<file path="src/rtl/avc_read_sequencer.sv">
// ---------------------------------------------------------------------------
// avc_read_sequencer
//
// Sequences one AVC1 read session: arms and kicks the reader datapath, counts
// received words, runs a progress watchdog, retries on error/timeout and
// finally holds a sticky PASS or FAIL status.
//
// Ports
//   clk             system clock, rising edge
//   reset           asynchronous, active-high reset
//   start           single-cycle START pulse (ignored while busy or aborting)
//   abort           synchronous abort level, wins over everything else
//   rdr_ready       reader idle and able to accept a start
//   rdr_word_valid  one word captured this cycle
//   rdr_done        session completed OK (pulse)
//   rdr_err         datapath error (pulse)
//   rdr_en          reader enable
//   rdr_start       one-cycle start pulse to the reader
//   busy            session in progress
//   pass / fail     sticky result of the last session
//   timeout         final failure was a watchdog expiry (valid with fail)
//   attempt         0-based attempt index of current/last session
//   word_cnt        words received in the current/last attempt (saturating)
//
// All outputs come straight from flops; the output flops are loaded from the
// next-state value so they change on the same edge as the state register.
// ---------------------------------------------------------------------------
module avc_read_sequencer #(
  parameter int               TMO_W   = 16,
  parameter logic [TMO_W-1:0] TIMEOUT = {TMO_W{1'b1}},
  parameter int               RETRIES = 2,
  parameter int               CNT_W   = 16
) (
  input  logic             clk,
  input  logic             reset,
  input  logic             start,
  input  logic             abort,
  input  logic             rdr_ready,
  input  logic             rdr_word_valid,
  input  logic             rdr_done,
  input  logic             rdr_err,
  output logic             rdr_en,
  output logic             rdr_start,
  output logic             busy,
  output logic             pass,
  output logic             fail,
  output logic             timeout,
  output logic [2:0]       attempt,
  output logic [CNT_W-1:0] word_cnt
);

  typedef enum logic [2:0] {
    S_IDLE,
    S_ARM,
    S_KICK,
    S_RUN,
    S_RETRY,
    S_DONE,
    S_FAIL
  } state_t;

  localparam logic [2:0] RETRIES_L = 3'(RETRIES);

  state_t             state_q,     state_d;
  logic [TMO_W-1:0]   wdog_q,      wdog_d;
  logic [CNT_W-1:0]   word_cnt_q,  word_cnt_d;
  logic [2:0]         attempt_q,   attempt_d;
  logic               pass_q,      pass_d;
  logic               fail_q,      fail_d;
  logic               timeout_q,   timeout_d;
  logic               rdr_en_q,    rdr_en_d;
  logic               rdr_start_q, rdr_start_d;
  logic               busy_q,      busy_d;

  logic               wdog_expired;
  logic               give_up;      // attempt ended badly: retry or fail
  logic               give_up_tmo;  // ...and the cause was the watchdog

  assign wdog_expired = (wdog_q == TIMEOUT);

  // NOTE: every signal assigned in this block gets a default first so no
  // path leaves it unassigned; otherwise synthesis would infer a latch.
  always_comb begin
    state_d     = state_q;
    wdog_d      = wdog_q;
    word_cnt_d  = word_cnt_q;
    attempt_d   = attempt_q;
    pass_d      = pass_q;
    fail_d      = fail_q;
    timeout_d   = timeout_q;
    give_up     = 1'b0;
    give_up_tmo = 1'b0;

    if (abort) begin
      // Counters are held for debug; pass/fail keep whatever they had, which
      // is 0 for a session that was in flight.
      state_d = S_IDLE;
      wdog_d  = '0;
    end else begin
      unique case (state_q)
        S_IDLE: begin
          if (start) begin
            state_d    = S_ARM;
            pass_d     = 1'b0;
            fail_d     = 1'b0;
            timeout_d  = 1'b0;
            attempt_d  = '0;
            word_cnt_d = '0;
            wdog_d     = '0;
          end
        end

        S_ARM: begin
          if (rdr_ready) begin
            state_d = S_KICK;
          end else if (wdog_expired) begin
            give_up     = 1'b1;
            give_up_tmo = 1'b1;
          end else begin
            wdog_d = wdog_q + TMO_W'(1);
          end
        end

        S_KICK: begin
          state_d    = S_RUN;
          wdog_d     = '0;
          word_cnt_d = '0;
        end

        S_RUN: begin
          // A word is counted even in the cycle that ends the attempt.
          if (rdr_word_valid) begin
            if (word_cnt_q != {CNT_W{1'b1}}) begin
              word_cnt_d = word_cnt_q + CNT_W'(1);
            end
            wdog_d = '0;
          end else if (!wdog_expired) begin
            wdog_d = wdog_q + TMO_W'(1);
          end

          if (rdr_done) begin
            state_d = S_DONE;
            pass_d  = 1'b1;
          end else if (rdr_err) begin
            give_up = 1'b1;
          end else if (!rdr_word_valid && wdog_expired) begin
            give_up     = 1'b1;
            give_up_tmo = 1'b1;
          end
        end

        S_RETRY: begin
          state_d   = S_ARM;
          attempt_d = attempt_q + 3'd1;
          wdog_d    = '0;
        end

        S_DONE:  state_d = S_IDLE;
        S_FAIL:  state_d = S_IDLE;
        default: state_d = S_IDLE;
      endcase

      if (give_up) begin
        if (attempt_q < RETRIES_L) begin
          state_d = S_RETRY;
        end else begin
          state_d   = S_FAIL;
          fail_d    = 1'b1;
          timeout_d = give_up_tmo;
        end
      end
    end
  end

  // Output flops follow the state being entered, keeping them aligned with
  // the state register without any input-to-output combinational path.
  always_comb begin
    rdr_en_d    = (state_d == S_ARM) || (state_d == S_KICK) || (state_d == S_RUN);
    rdr_start_d = (state_d == S_KICK);
    busy_d      = rdr_en_d || (state_d == S_RETRY);
  end

  // NOTE: sequential state uses non-blocking assignments so every flop
  // samples the pre-edge values regardless of statement order.
  always_ff @(posedge clk or posedge reset) begin
    if (reset) begin
      state_q     <= S_IDLE;
      wdog_q      <= '0;
      word_cnt_q  <= '0;
      attempt_q   <= '0;
      pass_q      <= 1'b0;
      fail_q      <= 1'b0;
      timeout_q   <= 1'b0;
      rdr_en_q    <= 1'b0;
      rdr_start_q <= 1'b0;
      busy_q      <= 1'b0;
    end else begin
      state_q     <= state_d;
      wdog_q      <= wdog_d;
      word_cnt_q  <= word_cnt_d;
      attempt_q   <= attempt_d;
      pass_q      <= pass_d;
      fail_q      <= fail_d;
      timeout_q   <= timeout_d;
      rdr_en_q    <= rdr_en_d;
      rdr_start_q <= rdr_start_d;
      busy_q      <= busy_d;
    end
  end

  assign rdr_en    = rdr_en_q;
  assign rdr_start = rdr_start_q;
  assign busy      = busy_q;
  assign pass      = pass_q;
  assign fail      = fail_q;
  assign timeout   = timeout_q;
  assign attempt   = attempt_q;
  assign word_cnt  = word_cnt_q;

endmodule

</file>
<file path="config.mk">
export PLATFORM = sky130hd
export DESIGN_NAME = avc_read_sequencer
export DESIGN_NICKNAME = d
export VERILOG_FILES = /design/src/rtl/avc_read_sequencer.sv
export SDC_FILE = /design/constraint.sdc
export NUM_CORES = 1
export LEC_CHECK = 0
export CORE_MARGIN = 3
export CORE_UTILIZATION = 49
export DETAILED_ROUTE_END_ITERATION = 16
export GPL_TIMING_DRIVEN = 1
export PLACE_DENSITY = 0.75
export SLEW_MARGIN = 20
export SYNTH_ARGS = -nofsm -noshare
export SYNTH_HDL_FRONTEND = slang
export SYNTH_SLANG_ARGS = --single-unit
</file>
<file path="constraint.sdc">
create_clock -name clk -period 2 [get_ports clk]
set_input_delay 0.6 -clock clk [delete_from_list [all_inputs] [get_ports clk]]
set_output_delay 0.6 -clock clk [all_outputs]
set_load 0.01 [all_outputs]
</file>
# [Word-level counts from Yosys, hierarchy flattened]
# Cells that the tools add are included.
[word_totals] regBits=44 word_cells=85
[classes] addsub=3 order_cmp=1 n_eq_ne=16 n_mux=39 bitwise=1 n_reduce_logical=15
[ops] operator="two-way mux 16 bit" count=7
[ops] operator="case mux 16 bit (4 select lines)" count=1
[ops] operator="case mux 16 bit (3 select lines)" count=1
[ops] operator="adder 16 x 1 -> 16 bit, second input constant" count=2
[ops] operator="two-way mux 1 bit" count=18
[ops] operator="two-way mux 3 bit" count=6
[ops] operator="== test 16 bit, second input constant" count=1
[ops] operator="!= test 16 bit, second input constant" count=1
[ops] operator="case mux 3 bit (5 select lines)" count=1
[ops] operator="== test 3 x 2 -> 1 bit, second input constant" count=4
[ops] operator="!= test 2 bit, second input constant" count=4
[ops] operator="== test 3 x 1 -> 1 bit, second input constant" count=2
[ops] operator="== test 3 bit, second input constant" count=2
[ops] operator="!= test 3 bit, second input constant" count=2
[ops] operator="case mux 1 bit (2 select lines)" count=3
[ops] operator="case mux 3 bit (2 select lines)" count=1
[ops] operator="AND reduction 3 bit" count=2
[ops] operator="AND reduction 5 bit" count=1
[ops] operator="nonzero test 5 bit" count=1
[ops] operator="AND reduction 4 bit" count=1
[ops] operator="nonzero test 2 bit" count=2
[ops] operator="adder 3 x 1 -> 3 bit, second input constant" count=1
[ops] operator="zero test 3 bit" count=1
[ops] operator="logical OR 1 bit" count=3
[ops] operator="other kinds (7)" count=7

# [Depth between registers and ports, before layout]
[logic_depth] ltp_word=13 mapped_depth=7 depth_no_buf=6

# [Worst setup path after synthesis]
# No wires, ideal clock.
[synth_timing] kind="input to register" startpoint="input port abort" endpoint="register wdog_q[9]" setup_ns=0.066 arrival_ns=2.005 required_time_ns=1.934 slack_ns=-0.071 stages=5 cell_sequence="clkbuf_1 -> a2111oi_4 -> or4_1 -> or4_1 -> nand2_1"
[synth_between] elab_chain_len=2 elab_cells_between_ends=5 classes_between="eq/ne: 2; mux: 1; reduce/logical: 2"
[synth_lines] item="start: declaration" line="37" text="input logic abort,"
[synth_lines] item="!= test 3 bit (no line) / nonzero test 5 bit (equally long branches)"
[synth_lines] item="AND reduction 3 bit (no line)"
[synth_lines] item="end signal: assignment" line="199" text="wdog_q <= wdog_d;"
[synth_lines] item="end: declaration" line="65" text="logic [TMO_W-1:0] wdog_q, wdog_d;"
# Several ways; a longest one is shown, not always the timed one.
# A chain may end at the register's enable or synchronous reset.

# [Worst setup path after layout]
[layout_timing] startpoint="register state_q[2]" endpoint="register wdog_q[9]"
[layout_between] elab_chain_len=4 elab_cells_between_ends=12 classes_between="eq/ne: 6; mux: 2; reduce/logical: 4"
[layout_lines] item="start: declaration" line="64" text="state_t state_q, state_d;"
[layout_lines] item="start signal: assignment" line="198" text="state_q <= state_d;"
[layout_lines] item="== test 3 bit / == test 3 x 2 -> 1 bit (equally long branches)" line="100" text="unique case (state_q)"
[layout_lines] item="OR reduction 2 bit (no line)"
[layout_lines] item="case mux 16 bit (4 select lines) / nonzero test 5 bit (equally long branches)"
[layout_lines] item="two-way mux 16 bit / AND reduction 3 bit (equally long branches)"
# Several ways; a longest one is shown, not always the timed one.

==> impl_results.md <==
- Status: finished with violations
- Failing checks: negative setup slack
- Post-Route WL: 5670 µm
- Die width: 76.2 µm
- Grt ovf: 0
- Pre-antenna DRT Iters: 4
- Synth Instances: 259
- Cell Area, Synth: 2410 µm²
- Tmin final: 2030 ps
- Post-synth ARST share: 100%
- Vias/cell: 5.81
- Leak: 1.33 nW
- Layout cells sized above 1: 20.3%
- # diodes: 0
- PwrDens: 571 nW/µm²
- Worst path required time: 2240 ps
- Via Count: 2264
- R2R depth: 5
- Initial Utilization: 52.9%
- Number of synthesized flops with an enable pin: 0
- TritonCTS clock tree: yes
- Placed Cells: 380
- R2R Path Start: state_q[2]
- Primary FF master, synth: dfrtp_1
- Die Y: 76.2 µm
- Sink Count: 44
- Area contributors post-synth: dfrtp_1 (46%), xnor2_1 (5.1%), nor2_1 (4.4%)
- Yosys reg bits: 44
- Arrival @ worst endpoint: 2270 ps
- Final worst slack: -30.6 ps
- Fin cells: 390
- CP Launch Type: register
- Port Buffers: 32
- Largest net degree at the start of global routing: 25
- Sequential fraction of the synthesis area: 45.6%
- DRC viols: 0
- HP Class: primary input to asynchronous set/reset pin
- Worst reg2reg endpoint: wdog_q[9]
- Unrepaired setup endpoints after global routing: yes
- WS Path Type: register to register
- Smallest hold slack: 472 ps
- Max Cap Viol: 0
- Final ANT Viol Nets: 0
- Max VDD drop: 0.333 mV
- Post-DP HPWL: 4090 µm
- Final hold violation count: 0
- Routability cong.: 0.887
- Worst skew pair latency: 300 ps
- Slew Limit Headroom: 65.5%
- Syn Nets: 270
- Largest buffer count on any clock path: 2
- Period utilization: 102%
- FP Rows: 24
- Num CTS Buffers: 5
- Avg Cell Area, Syn: 9.32 µm²
- First-pass GRT wire length: 9880 µm
- Slew at the pin with the worst max-slew slack: 517 ps
- Synth area leader: dfrtp_1
- Final Skew: 6.50 ps
- Highest Clock Rate: 0.492 GHz
- Vias in the first global route: 2198
- Reg-to-reg setup timing slack: -30 ps
- Final-stage net count: 335
- Antenna violations before repair: 0
- H-tree Lvls: 2
- DR iter-0 viols: 156
- CP Capture Type: register
- I/O pin total: 33
- Setup_tns: -30.6 ps
- WL per Instance: 14.5 µm
- Synth unique cells: 52
- Post-synth top area share: 45.6%
- Clk Tree Root Cell: clkbuf_8
- Synth warn: 0
- GRT Total Usage: 20.5%
- Area Growth Syn to Fin: 31.8%
- Clock transition at path regs: 90 ps
- Final setup viols: 1
- Core area: 4560 µm²
- Worst Path Max Fanout: 6
- DIE AREA: 5810 µm²
- Max Transition Viols Final: 0
## power by group
group	internal [mW]	total [mW]	switching [mW]
clock network	0.281	0.593	0.312
logic	0.134	0.291	0.157
registers	0.913	0.935	0.0216
total	1.33	1.82	0.490
## worst max-delay path: stages (launching register included)
cell and delay (ps):
dfrtp_2 450, nor2b_1 210, a2111oi_4 110, or4_4 580, or4_4 550, nand2_2 70
## registers in the layout, summed over array words and instances, names as in the netlist
name / count
timeout: 1
pass: 1
attempt: 3
rdr_en: 1
rdr_start: 1
state_q: 3
fail: 1
busy: 1
wdog_q: 16
word_cnt: 16
## cells by family after synthesis
kind of cell	Yosys count	synth area share [%]
AND/OR/NAND/NOR	128	28.9
AO/OA/AOI/OAI	53	15.3
flip-flops	44	45.6
XOR/XNOR	17	6.17
buffers and inverters	13	2.12
adder cells (fa/ha/maj)	3	1.55
multiplexers	1	0.415
## layer usage
metal	routed length (µm)	GRT usage, %	up-vias
met5	0	0	-
met4	86	7.61	0
met3	230	3.90	7
met2	2680	32.3	54
met1	2670	28.0	1115
li1	-	-	1088
## layout make-up
type	instances	area, µm²
inverter	4	15.0
clock buffer	7	86.3
multi-input combinational	202	1320
clock inverter	1	7.51
tap	65	81.3
timing repair buffer	67	573
fill	372	1380
sequential	44	1100
## worst max-delay path by stage
stage / from / endpoint / slack, ps / depth (start not counted)
2_1_floorplan: rdr_ready / wdog_q[9] / -30 / 5
3_3_place_gp: rdr_ready / wdog_q[9] / -500 / 6
3_5_place_dp: rdr_ready / wdog_q[9] / -560 / 6
4_1_cts: rdr_ready / wdog_q[9] / 8 / 6
5_1_grt: state_q[2] / wdog_q[2] / -90 / 7
6_report: state_q[2] / wdog_q[9] / -30 / 5
## placed cells by master, fill, tap and decap left out, types with 2 or more instances in the layout
cell and count:
dfrtp_1 43, buf_4 33, clkdlybuf4s50_1 29, nor2_1 25, nand2_1 19, nand3_1 17, o21ai_0 16, xnor2_1 14
nor3_1 8, nand4_1 8, and4_1 7, and2_1 6, a21oi_1 6, clkbuf_8 6, nor4_1 5, a31oi_1 5
or3_1 4, nor2_2 3, and3_1 3, inv_1 3, a21o_1 3, o41ai_1 3, nand2b_1 3, xor2_1 3
ha_1 3, nor2b_1 2, or2_2 2, nand3b_1 2, o211ai_1 2, nor4b_1 2, a21oi_2 2, or4_4 2
buf_2 2
## synth_stat cells, drive strengths merged (2+ instances only)
cell and n:
a21o 3, o21ai 17, inv 4, o311ai 2, nor3 8, nor2b 3, ha 3, a311oi 2
o41ai 3, nor2 28, buf 3, and4 7, nand4 8, clkbuf 6, and2 7, a31oi 5
nor4b 2, nand3b 2, nand2b 3, nand2 20, xor2 3, o211ai 2, nor3b 2, and3 3
nor4 6, dfrtp 44, or2 3, nand3 17, xnor2 14, or3 4, or4 3, a21oi 8
## stage by stage
stage / cell area (µm²) / total power [mW] / util (%) / setup slack [ps]
final: 3180 / 1.82 / 69.7 / -30.6
after global routing: 3180 / 1.91 / 69.7 / -88.0
after CTS: 3140 / 1.82 / 68.9 / 7.66
after detailed placement: 3030 / 1.23 / 66.4 / -558
after global placement: 3030 / 1.23 / 66.4 / -500
after floorplan: 2420 / 1.10 / - / -27.9
## repair_timing
item / in CTS / in global routing
hold buffers: 0 / 0
setup endpoints to repair: 30 / 29
pin swaps: 6 / 7
resized for setup: 9 / 14
buffers inserted: 0 / 1
gates cloned: 0 / 1
Power figures use the tool's default switching activity.
